**src/rtl/mem_pkg.sv**
```systemverilog
// Shared data-memory types for the MEM-stage store path.
// Entry layout for the posted-write buffer plus the byte-lane merge used on drain.
package mem_pkg;
   localparam int DM_AW = 10;
   localparam int BE_W  = 4;

   typedef struct packed {
      logic [DM_AW-1:0] addr;
      logic [31:0]      data;
      logic [BE_W-1:0]  be;
   } sb_entry_t;

   // Take the enabled bytes from new_w, keep the rest of old_w.
   function automatic logic [31:0] byte_merge(input logic [31:0]     old_w,
                                              input logic [31:0]     new_w,
                                              input logic [BE_W-1:0] be);
      logic [31:0] r;
      r = old_w;
      for (int k = 0; k < BE_W; k++)
         if (be[k]) r[8*k +: 8] = new_w[8*k +: 8];
      return r;
   endfunction
endpackage

```
**src/rtl/sb_forward.sv**
```systemverilog
// Store-to-load forwarding: per byte lane, pick the youngest valid buffered
// store hitting ld_addr with that byte enabled, else fall back to memory.
module sb_forward
   import mem_pkg::*;
#(
   parameter  int DEPTH = 4,
   parameter  int AW    = 10,
   localparam int PW    = $clog2(DEPTH)
) (
   input  sb_entry_t [DEPTH-1:0] ent,
   input  logic [DEPTH-1:0]      valid,
   input  logic [PW-1:0]         head,
   input  logic [AW-1:0]         ld_addr,
   input  logic [31:0]           dm_rdata,
   output logic [31:0]           ld_data
);
   logic [DEPTH-1:0] hit;

   for (genvar i = 0; i < DEPTH; i++) begin : g_hit
      assign hit[i] = valid[i] && (ent[i].addr == DM_AW'(ld_addr));
   end

   // Walk oldest -> youngest so the last hit wins.
   for (genvar k = 0; k < BE_W; k++) begin : g_lane
      logic [7:0] b;
      always_comb begin
         logic [PW-1:0] idx;
         idx = '0;
         b   = dm_rdata[8*k +: 8];
         for (int i = 0; i < DEPTH; i++) begin
            idx = head + PW'(i);
            if (hit[idx] && ent[idx].be[k]) b = ent[idx].data[8*k +: 8];
         end
      end
      assign ld_data[8*k +: 8] = b;
   end
endmodule

```
**src/rtl/dm_store_buffer.sv**
```systemverilog
// Posted-write store buffer in front of the single-port data memory.
// Stores enter in one cycle; entries drain read-merge-write whenever no load holds the port.
module dm_store_buffer
   import mem_pkg::*;
#(
   parameter int DEPTH = 4,
   parameter int AW    = 10
) (
   input  logic                       clk,
   input  logic                       reset,
   input  logic                       st_valid,
   input  logic [AW-1:0]              st_addr,
   input  logic [31:0]                st_data,
   input  logic [3:0]                 st_be,
   output logic                       st_ready,
   input  logic                       ld_valid,
   input  logic [AW-1:0]              ld_addr,
   output logic [31:0]                ld_data,
   output logic [AW-1:0]              dm_a,
   output logic [31:0]                dm_wdata,
   output logic                       dm_we,
   input  logic [31:0]                dm_rdata,
   output logic [$clog2(DEPTH+1)-1:0] count,
   output logic                       empty
);
   localparam int PW = $clog2(DEPTH);
   localparam int CW = $clog2(DEPTH+1);

   sb_entry_t [DEPTH-1:0] ent;
   sb_entry_t             hd;
   logic [PW-1:0]         head, tail;
   logic [DEPTH-1:0]      valid;
   logic                  accept, drain;

   assign empty    = (count == '0);
   assign st_ready = (count != CW'(DEPTH));
   assign accept   = st_valid && st_ready;
   assign drain    = !empty && !ld_valid && !reset;
   assign hd       = ent[head];

   // A load owns the port; otherwise it points at the head entry.
   assign dm_a     = ld_valid ? ld_addr : AW'(hd.addr);
   assign dm_we    = drain;
   assign dm_wdata = byte_merge(dm_rdata, hd.data, hd.be);

   always_ff @(posedge clk) begin
      if (reset) begin
         head  <= '0;
         tail  <= '0;
         count <= '0;
      end else begin
         if (accept) tail <= tail + 1'b1;
         if (drain)  head <= head + 1'b1;
         count <= count + CW'(accept) - CW'(drain);
      end
   end

   // Payload needs no reset; occupancy is tracked by head/count.
   always_ff @(posedge clk) begin
      if (!reset && accept) ent[tail] <= '{addr: DM_AW'(st_addr), data: st_data, be: st_be};
   end

   // Entry j is live when its distance from head is below count.
   for (genvar j = 0; j < DEPTH; j++) begin : g_valid
      logic [PW-1:0] off;
      assign off      = PW'(j) - head;
      assign valid[j] = CW'(off) < count;
   end

   sb_forward #(.DEPTH(DEPTH), .AW(AW)) u_fwd (
      .ent      (ent),
      .valid    (valid),
      .head     (head),
      .ld_addr  (ld_addr),
      .dm_rdata (dm_rdata),
      .ld_data  (ld_data)
   );
endmodule

```
**config.mk**
```make
export PLATFORM = sky130hd
export DESIGN_NAME = dm_store_buffer
export DESIGN_NICKNAME = d
export VERILOG_FILES = /design/src/rtl/mem_pkg.sv /design/src/rtl/sb_forward.sv /design/src/rtl/dm_store_buffer.sv
export SDC_FILE = /design/constraint.sdc
export NUM_CORES = 1
export LEC_CHECK = 0
export ABC_AREA = 1
export ABC_CLOCK_PERIOD_IN_PS = 3500
export BUFFER_PORTS_ARGS = -buffer_cell sky130_fd_sc_hd__buf_2
export CORE_MARGIN = 3
export CORE_UTILIZATION = 35
export CTS_CLUSTER_DIAMETER = 60
export DETAILED_ROUTE_END_ITERATION = 8
export GPL_TIMING_DRIVEN = 0
export PLACE_DENSITY = 0.57
export RECOVER_POWER = 50
export SLEW_MARGIN = 20
export SYNTH_ARGS = -nofsm -noshare
export SYNTH_HDL_FRONTEND = slang
export SYNTH_SLANG_ARGS = --single-unit
export TNS_END_PERCENT = 20
```
**constraint.sdc**
```tcl
create_clock -name clk -period 3.5 [get_ports clk]
set_input_delay 0 -clock clk [delete_from_list [all_inputs] [get_ports clk]]
set_output_delay 0 -clock clk [all_outputs]
set_load 0.01 [all_outputs]
```
==> run metrics, run 1 <==
min-delay worst type input pin to register; die height 196 um; Clock Latency Late Sink 0.44 ns; Hold Fails Final Rpt 0; Post-synth top flop edfxtp_1; Synth warnings 0; Core Area 0.0351 sq mm; register area 0.00567 sq mm; Antenna Violating Nets Remaining 0; DRT iter0 DRCs 1111; Detail Placement HPWL 32.6 mm; required time of the critical path 3.50 ns; maximum vdd drop 0.475 mV; PwrDens 737 mW/mm^2; crit path DAT 3.36 ns; clk buf depth 2; Clock power frac 16.4%; largest net degree at the start of global routing 22; grt ovf 0; WHS 0.129 ns; DRC viols 0; Nets 1964; Synth cell types 48; die width 196 um; setup TNS 0 ns; Leakage 6.57 nW; Sw Share 47.9%; via count 12200; Critical Path Slowest Stage Cell dfxtp_2; average wire per standard cell 18.9 um; Hold EP head[1]; kind of end point of the critical path output port; initial antenna violation count 1; clock-pin slew on the worst setup and hold paths 0.07 ns; Synth Instances 1599; Synth Register Bits 191; antenna cells 0; drt pass-1 iters 7; number of port buffers 168; count of flip-flops with a built-in enable after synthesis 184; Crit path largest cell delay 0.32 ns; initial core utilization 36.0%; Fill cells 3507; Worst slew margin -24.8%; # IOs 172; status finished with violations; final WL 44.0 mm; Seq/Total Area, Yosys 44.9%; Worst Hold Depth 3; CTS tree built; fin crit share 96.1%; fin crit period 3.36 ns; GP Congestion 0.949; setup ws final 0.138 ns; Worst Skew 0.00663 ns; DIE AREA 0.0384 sq mm; CP cell instances buf_6 > nand2_1 > inv_2 > nor2_4 > clkinv_4 > buf_12 > ha_1 > a21oi_2 > nor2_1 > nor2_2 > nand3_2 > nand3_4 > nand4_4 > buf_6 > nand3_1 > nand2_1 > a21oi_2 > buf_2; Clock Sinks 191; FF-to-FF path depth 6; crit path launch type register; Syn Area/Cell 7.89 sq um; Switch Pwr 5.53 mW; Critical R2R Capture ent[61]; hold path startpoint ld_valid; final-report max-slew violation count 39; R2R Path Start count[2]; internal power 6.02 mW; max_cap viols 3; violated checks capacitance limit, slew limit; total CTS buffers 17; critical path class register to output port; Slew @ Worst Pin 1.87 ns; Final setup viols 0; syn nets 1702; Async S/R FF share, synth 0%; Syn-to-layout area delta 24.2%; row count 68; R2R setup slack 0.60 ns; Crit Path Max Fanout 27; Via density 5.25; Max H-tree Level 4; total global-route track usage 22.3%; Reg power frac 23.7%; footprint of the multi-input gates 0.00609 sq mm; global-route wire length before repair 66.7 mm; CTS root buffer clkbuf_16; layout cell share with drive strength beyond 1 19.1%; vias in the first global route 11800; Setup WS pre-CTS -0.718 ns; Post-Syn Area 0.0126 sq mm; Max Clock Freq 297 MHz; Combinational Power Share 59.9%; RSZ-0062 raised after global routing no
power groups by stage:
| stage | clock [mW] | sequential (mW) | combinational (mW) |
|---|---|---|---|
| after CTS | 1.94 | 2.73 | 6.58 |
| after global placement | 0 | 2.80 | 6.20 |
| after global routing | 2.04 | 2.75 | 7.50 |
| after detailed placement | 0 | 2.78 | 6.30 |
| final | 1.89 | 2.73 | 6.92 |
| after floorplan | 0 | 2.78 | 4.01 |
worst max path at each step:
stage                        to  startpoint  slack (ns)
floorplan                ent[0]    count[0]        0.30
global placement        ent[60]    count[0]       -1.72
detailed placement  ld_data[23]     head[1]       -0.72
CTS                 ld_data[23]     head[0]       -0.01
global route         ld_data[1]     head[1]       0.005
finish              ld_data[23]     head[0]        0.14
through the flow:
| stage | cell area (sq um) | std cells | total power, mW | utilization (%) |
|---|---|---|---|---|
| after floorplan | 12600 | 1599 | 6.79 | - |
| after global placement | 14000 | 2222 | 9.00 | 40.0 |
| after detailed placement | 14300 | 2230 | 9.08 | 40.7 |
| after CTS | 15500 | 2316 | 11.2 | 44.2 |
| after global routing | 15700 | 2329 | 12.3 | 44.7 |
| final | 15700 | 2329 | 11.5 | 44.7 |
final cells by class:
type	count	share of cell area (%)
Inverter	162	3.99
Timing Repair Buffer	246	10.6
Sequential cell	191	36.2
Multi-Input combinational cell	1160	38.9
Buffer	83	3.17
Clock buffer	17	2.72
Clock inverter	15	0.823
Tap cell	455	3.63
kinds of logic (layout without fill, tap and decap cells):
kind of cell,count (synthesis),in the layout,synth area share [%]
xor gates and xnor gates,19,19,1.32
buffers and inverters,249,523,8.61
adders and majority gates,11,11,1.15
DFF,191,191,44.9
muxes,50,50,4.22
and+or+nand+nor,756,757,25.7
AOI/OAI and AO/OA,323,323,14.1
flip-flops by register name, summed over array words and instances (netlist names):
name,cells
tail,2
head,2
count,3
ent,184
repair_timing:
item,CTS,global route
hold buffers,48,0
hold endpoints to repair,191,0
pin swaps,5,17
gates cloned,0,1
resized for setup,37,39
setup buffers,8,14
setup endpoints to repair,32,32
cells in the final DEF, fill, tap and decap left out, types with 5 or more instances in the layout:
cell / count
o21ai_1: 29
mux2i_1: 24
nand3_1: 62
nor2_1: 158
or2_2: 7
inv_6: 8
a21oi_2: 14
nand4_1: 34
o21ai_0: 197
inv_4: 5
inv_1: 141
buf_16: 6
nand2_4: 6
nand3_4: 5
inv_2: 15
a211oi_1: 24
a41oi_1: 5
nand2_2: 8
dlygate4sd3_1: 48
clkbuf_1: 74
buf_12: 5
clkbuf_16: 17
nand2_1: 436
a22oi_1: 5
mux2_2: 26
ha_1: 10
buf_6: 12
o211ai_1: 6
dfxtp_1: 5
buf_2: 148
buf_4: 29
a21oi_1: 30
edfxtp_1: 184
nand3_2: 11
xor2_1: 15
buf_1: 6
nor2_2: 12
Yosys cell counts (6+ instances only):
cell      number  area share [%]
a211oi_1      24             1.4
a21oi_1       43             1.7
buf_1          6            0.18
buf_2         38             1.5
buf_4         13            0.77
buf_6          7            0.62
clkbuf_1      23            0.68
dfxtp_1        7             1.1
edfxtp_1     184              44
ha_1          10            0.99
inv_1        142             4.2
inv_2         19            0.57
mux2_2        26             2.3
mux2i_1       24             1.9
nand2_1      440              13
nand2_2        9            0.45
nand3_1       72             2.9
nand4_1       34             1.7
nor2_1       160             4.8
nor2_2        12            0.59
o211ai_1       6            0.36
o21ai_0      199             7.9
o21ai_1       27             1.1
or2_2          7            0.35
xor2_1        15             1.0
per-layer routing:
metal  vias up  GRT usage (%)  routed length [um]
met3        77           3.40                3230
met5         -              0                   7
met4         2           6.84                1260
met2       499           37.3               20400
met1      5732           30.0               19100
li1       5908              -                   -
critical path: cells and delay by family, from the launching register on:
| family | cells | cell delay, ns |
|---|---|---|
| DFF | 1 | 0.32 |
| and+or+nand+nor | 9 | 1.10 |
| AOI/OAI and AO/OA | 2 | 0.32 |
| buffers and inverters | 6 | 0.85 |
| adders and majority gates | 1 | 0.30 |
No activity file was read; power rests on OpenSTA's default activity.
==> run 2, diff against run 1 <==
--- a/config.mk
+++ b/config.mk
@@ -10,11 +10,13 @@
 export BUFFER_PORTS_ARGS = -buffer_cell sky130_fd_sc_hd__buf_2
 export CORE_MARGIN = 3
 export CORE_UTILIZATION = 35
+export CTS_BUF_LIST = sky130_fd_sc_hd__clkbuf_4
 export CTS_CLUSTER_DIAMETER = 60
 export DETAILED_ROUTE_END_ITERATION = 8
 export GPL_TIMING_DRIVEN = 0
 export PLACE_DENSITY = 0.57
 export RECOVER_POWER = 50
+export SKIP_CTS_REPAIR_TIMING = 1
 export SLEW_MARGIN = 20
 export SYNTH_ARGS = -nofsm -noshare
 export SYNTH_HDL_FRONTEND = slang
==> run metrics, run 2 (synthesis gave the netlist of run 1 again) <==
row count 68 (unchanged); Reg power frac 24.3% (+0.6 points); Reg with most FFs ent; status finished with violations; setup TNS -0.251 ns (-0.251 ns); min-delay worst type input pin to register; RSZ-0062 raised after global routing yes; Combinational Power Share 65.1% (+5.2 points); grt ovf 0 (unchanged); WHS 0.184 ns (+0.0551 ns); Core Area 0.0351 sq mm (unchanged); average wire per standard cell 19.0 um (+0.50%); Clock power frac 10.6% (-5.8 points); crit path DAT 3.54 ns (+0.18 ns); die height 196 um (unchanged); Antenna Violating Nets Remaining 0 (unchanged); Clock Latency Late Sink 0.61 ns (+0.17 ns); Via density 5.26 (+0.19%); Sw Share 50.0% (+2.1 points); required time of the critical path 3.50 ns (about the same); via count 12300 (+1.0%); worst path buffer plus inverter count 10 (+4); total CTS buffers 17 (unchanged); clock-pin slew on the worst setup and hold paths 0.16 ns (+0.09 ns); violated checks setup timing; Max Clock Freq 282 MHz (-5.1%); footprint of the multi-input gates 0.00626 sq mm (+2.8%); CP cell instances buf_8 > nand2_2 > inv_2 > nor2_4 > clkinv_4 > buf_12 > buf_16 > ha_4 > a21oi_2 > nor2_2 > nor2_2 > nand3_2 > nand2_1 > nand2_1 > nand2_2 > buf_8 > buf_6 > buf_6 > nand3_2 > nand2_1 > inv_1 > nand2_2 > a21oi_4 > buf_6; global-route wire length before repair 65.4 mm (-1.9%); register area 0.00567 sq mm (unchanged); kind of end point of the critical path output port; Worst slew margin 48.4% (+73 points); DRC viols 0 (unchanged); CTS tree built; initial antenna violation count 2 (+1); max reg flops 184 (unchanged); Detail Placement HPWL 32.6 mm (unchanged); Clock Sinks 191 (unchanged); CTS root buffer clkbuf_4; commonest cells after routing, fill and taps aside 423 x nand2_1, 197 x o21ai_0, 184 x edfxtp_1; Switch Pwr 5.61 mW (+1.4%); Finished Core Util 45.1% (+0.45 points); initial core utilization 36.0% (unchanged); Hold Fails Final Rpt 0 (unchanged); GP Congestion 0.949 (unchanged); PwrDens 709 mW/mm^2 (-3.8%); crit path launch type register; Max H-tree Level 4 (unchanged); largest net degree at the start of global routing 22 (unchanged); Syn-to-layout area delta 25.4%; Fill cells 3485 (-0.63%); Slew @ Worst Pin 0.765 ns (-1.10 ns); Final setup viols 10 (+10); Nets 1982 (+0.92%); internal power 5.61 mW (-6.7%); Crit Path Max Fanout 7 (-74%); Crit path largest cell delay 0.36 ns (+0.04 ns); Placed Cells 2230 (unchanged); fin crit period 3.54 ns (+0.182 ns); max_cap viols 0 (-3); Critical Path Slowest Stage Cell dfxtp_2; vias in the first global route 11500 (-3.0%); number of port buffers 168 (unchanged); critical path class register to output port; Final Total Pwr 11.2 mW (-2.8%); final-report max-slew violation count 0 (-100%); fin crit share 101% (+5.2 points); Leakage 6.60 nW (+0.52%); layout cell share with drive strength beyond 1 21.6% (+2.6 points); total global-route track usage 22.0% (-0.34 points); final WL 44.6 mm (+1.4%); maximum vdd drop 0.296 mV (-38%); most common cell after layout, fill and taps aside nand2_1; DIE AREA 0.0384 sq mm (unchanged); DRT iter0 DRCs 1065 (-4.1%); drt pass-1 iters 5 (-2); Largest regs ent (184), count (3); Cell Count, Final, Fillers Out 2349 (+0.86%); clk buf depth 2 (unchanged); # IOs 172 (unchanged); setup ws final -0.0445 ns (-0.182 ns); die width 196 um (unchanged); Worst Skew 0.0173 ns (+0.0107 ns); largest delay contributor family on the critical path buffers and inverters
[run 2: metal layers]
| metal | GRT usage, % | vias to the layer above | wire [um] |
|---|---|---|---|
| met2 | 36.7 | 550 | 20900 |
| met1 | 29.7 | 5785 | 19200 |
| li1 | - | 5937 | - |
| met5 | 0 | - | 0 |
| met3 | 3.30 | 74 | 3360 |
| met4 | 6.68 | 0 | 1090 |
[run 2: per-stage QoR]
stage | setup WS, ns | cell area [sq um]
detailed placement | -0.718 | 14300
global placement | -1.72 | 14000
finish | -0.0445 | 15800
CTS | -1.42 | 14500
floorplan | 0.303 | 12600
global route | -0.223 | 15800
[run 2: area by class of cell]
| cell class | instances | area share (%) |
|---|---|---|
| repair buffers | 262 | 11.6 |
| well taps | 455 | 3.60 |
| plain buffers | 85 | 3.71 |
| clock buffers | 17 | 0.807 |
| flip-flops and latches | 191 | 35.8 |
| clock inverters | 15 | 0.814 |
| inverters | 162 | 4.02 |
| multi-input cells | 1160 | 39.6 |
| diodes | 2 | 0.0316 |
[run 2: power groups by stage]
| stage | registers (mW) | clock network [mW] | logic, mW |
|---|---|---|---|
| 2_1_floorplan | 2.78 | 0 | 4.01 |
| 3_3_place_gp | 2.80 | 0 | 6.20 |
| 3_5_place_dp | 2.78 | 0 | 6.30 |
| 4_1_cts | 2.73 | 1.22 | 6.32 |
| 5_1_grt | 2.75 | 1.31 | 7.88 |
| 6_report | 2.73 | 1.19 | 7.30 |
[run 2: path summary, 6_finish.rpt]
path / startpoint / endpoint / slack (ns) / cells past startpoint
min: st_addr[6] / ent[88] / 0.18 / 2
min reg2reg: tail[1] / tail[1] / 0.55 / 2
max: head[0] / ld_data[2] / -0.04 / 24
max reg2reg: count[0] / ent[61] / 1.12 / 6
[run 2: worst reg2reg max path: cells and delay by family (launching register included)]
kind / cells / cell delay (ns)
buf+inv: 2 / 0.45
flops: 1 / 0.51
simple gates: 4 / 1.11
==> run 3, diff against run 2 <==
--- a/config.mk
+++ b/config.mk
@@ -6,7 +6,7 @@
 export NUM_CORES = 1
 export LEC_CHECK = 0
 export ABC_AREA = 1
-export ABC_CLOCK_PERIOD_IN_PS = 3500
+export ABC_CLOCK_PERIOD_IN_PS = 3000
 export BUFFER_PORTS_ARGS = -buffer_cell sky130_fd_sc_hd__buf_2
 export CORE_MARGIN = 3
 export CORE_UTILIZATION = 35
@@ -14,10 +14,9 @@
 export CTS_CLUSTER_DIAMETER = 60
 export DETAILED_ROUTE_END_ITERATION = 8
 export GPL_TIMING_DRIVEN = 0
-export PLACE_DENSITY = 0.57
+export PLACE_DENSITY = 0.59
 export RECOVER_POWER = 50
 export SKIP_CTS_REPAIR_TIMING = 1
-export SLEW_MARGIN = 20
 export SYNTH_ARGS = -nofsm -noshare
 export SYNTH_HDL_FRONTEND = slang
 export SYNTH_SLANG_ARGS = --single-unit
==> constraint.sdc (replaced) <==
create_clock -name clk -period 3 [get_ports clk]
set_input_delay 0 -clock clk [delete_from_list [all_inputs] [get_ports clk]]
set_output_delay 0 -clock clk [all_outputs]
set_load 0.01 [all_outputs]
==> run metrics, run 3 (synthesis gave the netlist of run 1 again) <==
maximum vdd drop 0.352 mV (+19%); CTS root buffer clkbuf_4; GP Congestion 0.924 (-2.6%); number of port buffers 168 (unchanged); Finished Core Util 45.0% (-0.12 points); crit path DAT 3.65 ns (+0.11 ns); Reg with most FFs ent; row count 68 (unchanged); commonest cells after routing, fill and taps aside 435 x nand2_1, 189 x o21ai_0, 184 x edfxtp_1; Syn-to-layout area delta 25.1%; DIE AREA 0.0384 sq mm (unchanged); status finished with violations; critical path class register to output port; Placed Area 0.0142 sq mm (-0.30%); PwrDens 831 mW/mm^2 (+17%); largest net degree at the start of global routing 26 (+18%); fin crit share 122%; Crit Path Max Fanout 7 (unchanged); Fill cells 3479 (-0.17%); max reg flops 184 (unchanged); via count 12400 (+0.31%); Largest regs ent (184), count (3); most common cell after layout, fill and taps aside nand2_1; total CTS buffers 17 (unchanged); die width 196 um (unchanged); total global-route track usage 21.8% (-0.25 points); initial core utilization 36.0% (unchanged); final-report max-slew violation count 0 (unchanged); final WL 45.0 mm (+0.87%); fin crit period 3.65 ns; clk buf depth 2 (unchanged); Final setup viols 32 (+22); met1 Resource Use GR 29.2% (-0.40 points); DRT iter0 DRCs 1210 (+14%); setup ws final -0.650 ns (-0.606 ns); Detail Placement HPWL 32.6 mm (+0.12%); max_cap viols 0 (unchanged); grt ovf 0 (unchanged); drt pass-1 iters 7 (+2); Placed Cells 2229 (-0.045%); Leakage 6.62 nW (+0.23%); RSZ-0062 raised after global routing yes; WHS 0.223 ns (+0.0386 ns); kind of end point of the critical path output port; crit path launch type register; CTS tree built; Cell Count, Final, Fillers Out 2349 (unchanged); initial antenna violation count 2 (unchanged); # IOs 172 (unchanged); Slew @ Worst Pin 0.918 ns (+0.153 ns); Clock Latency Late Sink 0.58 ns (-0.03 ns); Hold Fails Final Rpt 0 (unchanged); setup TNS -18.03 ns (-17.78 ns); violated checks setup timing; Worst Skew 0.0190 ns (+0.00165 ns); Max Clock Freq 274 MHz; grt met2 use 35.7% (-1.0 points); Core Area 0.0351 sq mm (unchanged); average wire per standard cell 19.2 um (+0.87%); final instance area 0.0158 sq mm (-0.26%); Via density 5.27 (+0.31%); min-delay worst type input pin to register; vias in the first global route 11400 (-0.78%); global-route wire length before repair 64.8 mm (-0.96%); clock-pin slew on the worst setup and hold paths 0.15 ns (about the same); Antenna Violating Nets Remaining 0 (unchanged); Worst slew margin 38.7% (-9.8 points); Clock Sinks 191 (unchanged); met3 Resource Use GR 3.86% (+0.57 points); GR peak layer met2; DRC viols 0 (unchanged); die height 196 um (unchanged); Max H-tree Level 4 (unchanged); required time of the critical path 3.00 ns (-0.50 ns); Nets 1986 (+0.20%); layout cell share with drive strength beyond 1 21.3% (-0.33 points)
==> run 3: cell types whose count changed in the layout (fill, tap and decap cells not counted), moves of 6 or more <==
cell / previous run / this run
nand2_2: 20 / 7
nand2_1: 423 / 435
buf_4: 35 / 43
buf_6: 16 / 8
nor2_1: 152 / 144
o21ai_0: 197 / 189
inv_6: 9 / 2
o21ai_1: 29 / 36
clkbuf_4: 18 / 24
nand3_1: 58 / 64
nor2_4: 7 / 13
==> run 3: layout make-up <==
| cell class | instances | area (sq um) | area share [%] |
|---|---|---|---|
| Antenna cell | 1 | 2.50 | 0.0159 |
| Buffer | 87 | 594 | 3.77 |
| Clock buffer | 18 | 135 | 0.856 |
| Clock inverter | 11 | 119 | 0.753 |
| Inverter | 162 | 634 | 4.02 |
| Multi-Input combinational cell | 1162 | 6260 | 39.7 |
| Sequential cell | 191 | 5670 | 35.9 |
| Tap cell | 455 | 569 | 3.61 |
| Timing Repair Buffer | 262 | 1790 | 11.4 |
==> run 3: final timing paths <==
check,slack (ns),end,cells after the start,startpoint
worst min-delay path,0.22,ent[112],2,st_data[16]
worst max register to register,0.55,ent[101],5,count[0]
worst max-delay path,-0.65,ld_data[2],22,head[0]
worst min register to register,0.55,tail[1],2,tail[1]
==> run 3: power breakdown <==
group / internal [mW] / total, mW / switching [mW]
registers: 3.10 / 3.20 / 0.0980
clock network: 0.485 / 1.36 / 0.879
logic: 3.05 / 8.55 / 5.50
==> run 3: worst max-delay path, stage by stage, from the launching register on <==
cell	delay, ns
dfxtp_4	0.39
buf_12	0.13
nand2_4	0.05
inv_2	0.04
nor2_4	0.18
clkinv_4	0.11
buf_8	0.14
buf_12	0.12
buf_12	0.12
ha_4	0.20
a21oi_2	0.11
nor2_1	0.06
nor2_2	0.12
nand2_1	0.08
nand2_2	0.12
nand2_8	0.10
nand2_8	0.14
nand3b_4	0.16
buf_8	0.19
nor2_4	0.08
nor2_2	0.04
a21oi_2	0.21
buf_2	0.18
==> run 3: stage by stage <==
stage          total power, mW  worst slack (ns)
2_1_floorplan             7.92            -0.197
3_3_place_gp              10.5             -2.28
3_5_place_dp              10.6             -1.15
4_1_cts                   11.9             -1.79
5_1_grt                   13.9            -0.842
6_report                  13.1            -0.650
==> run 3: per-layer routing <==
metal | vias up | routed length [um]
met2 | 524 | 21000
met1 | 5817 | 19200
met3 | 87 | 3550
met4 | 2 | 1230
li1 | 5954 | -
met5 | - | 7
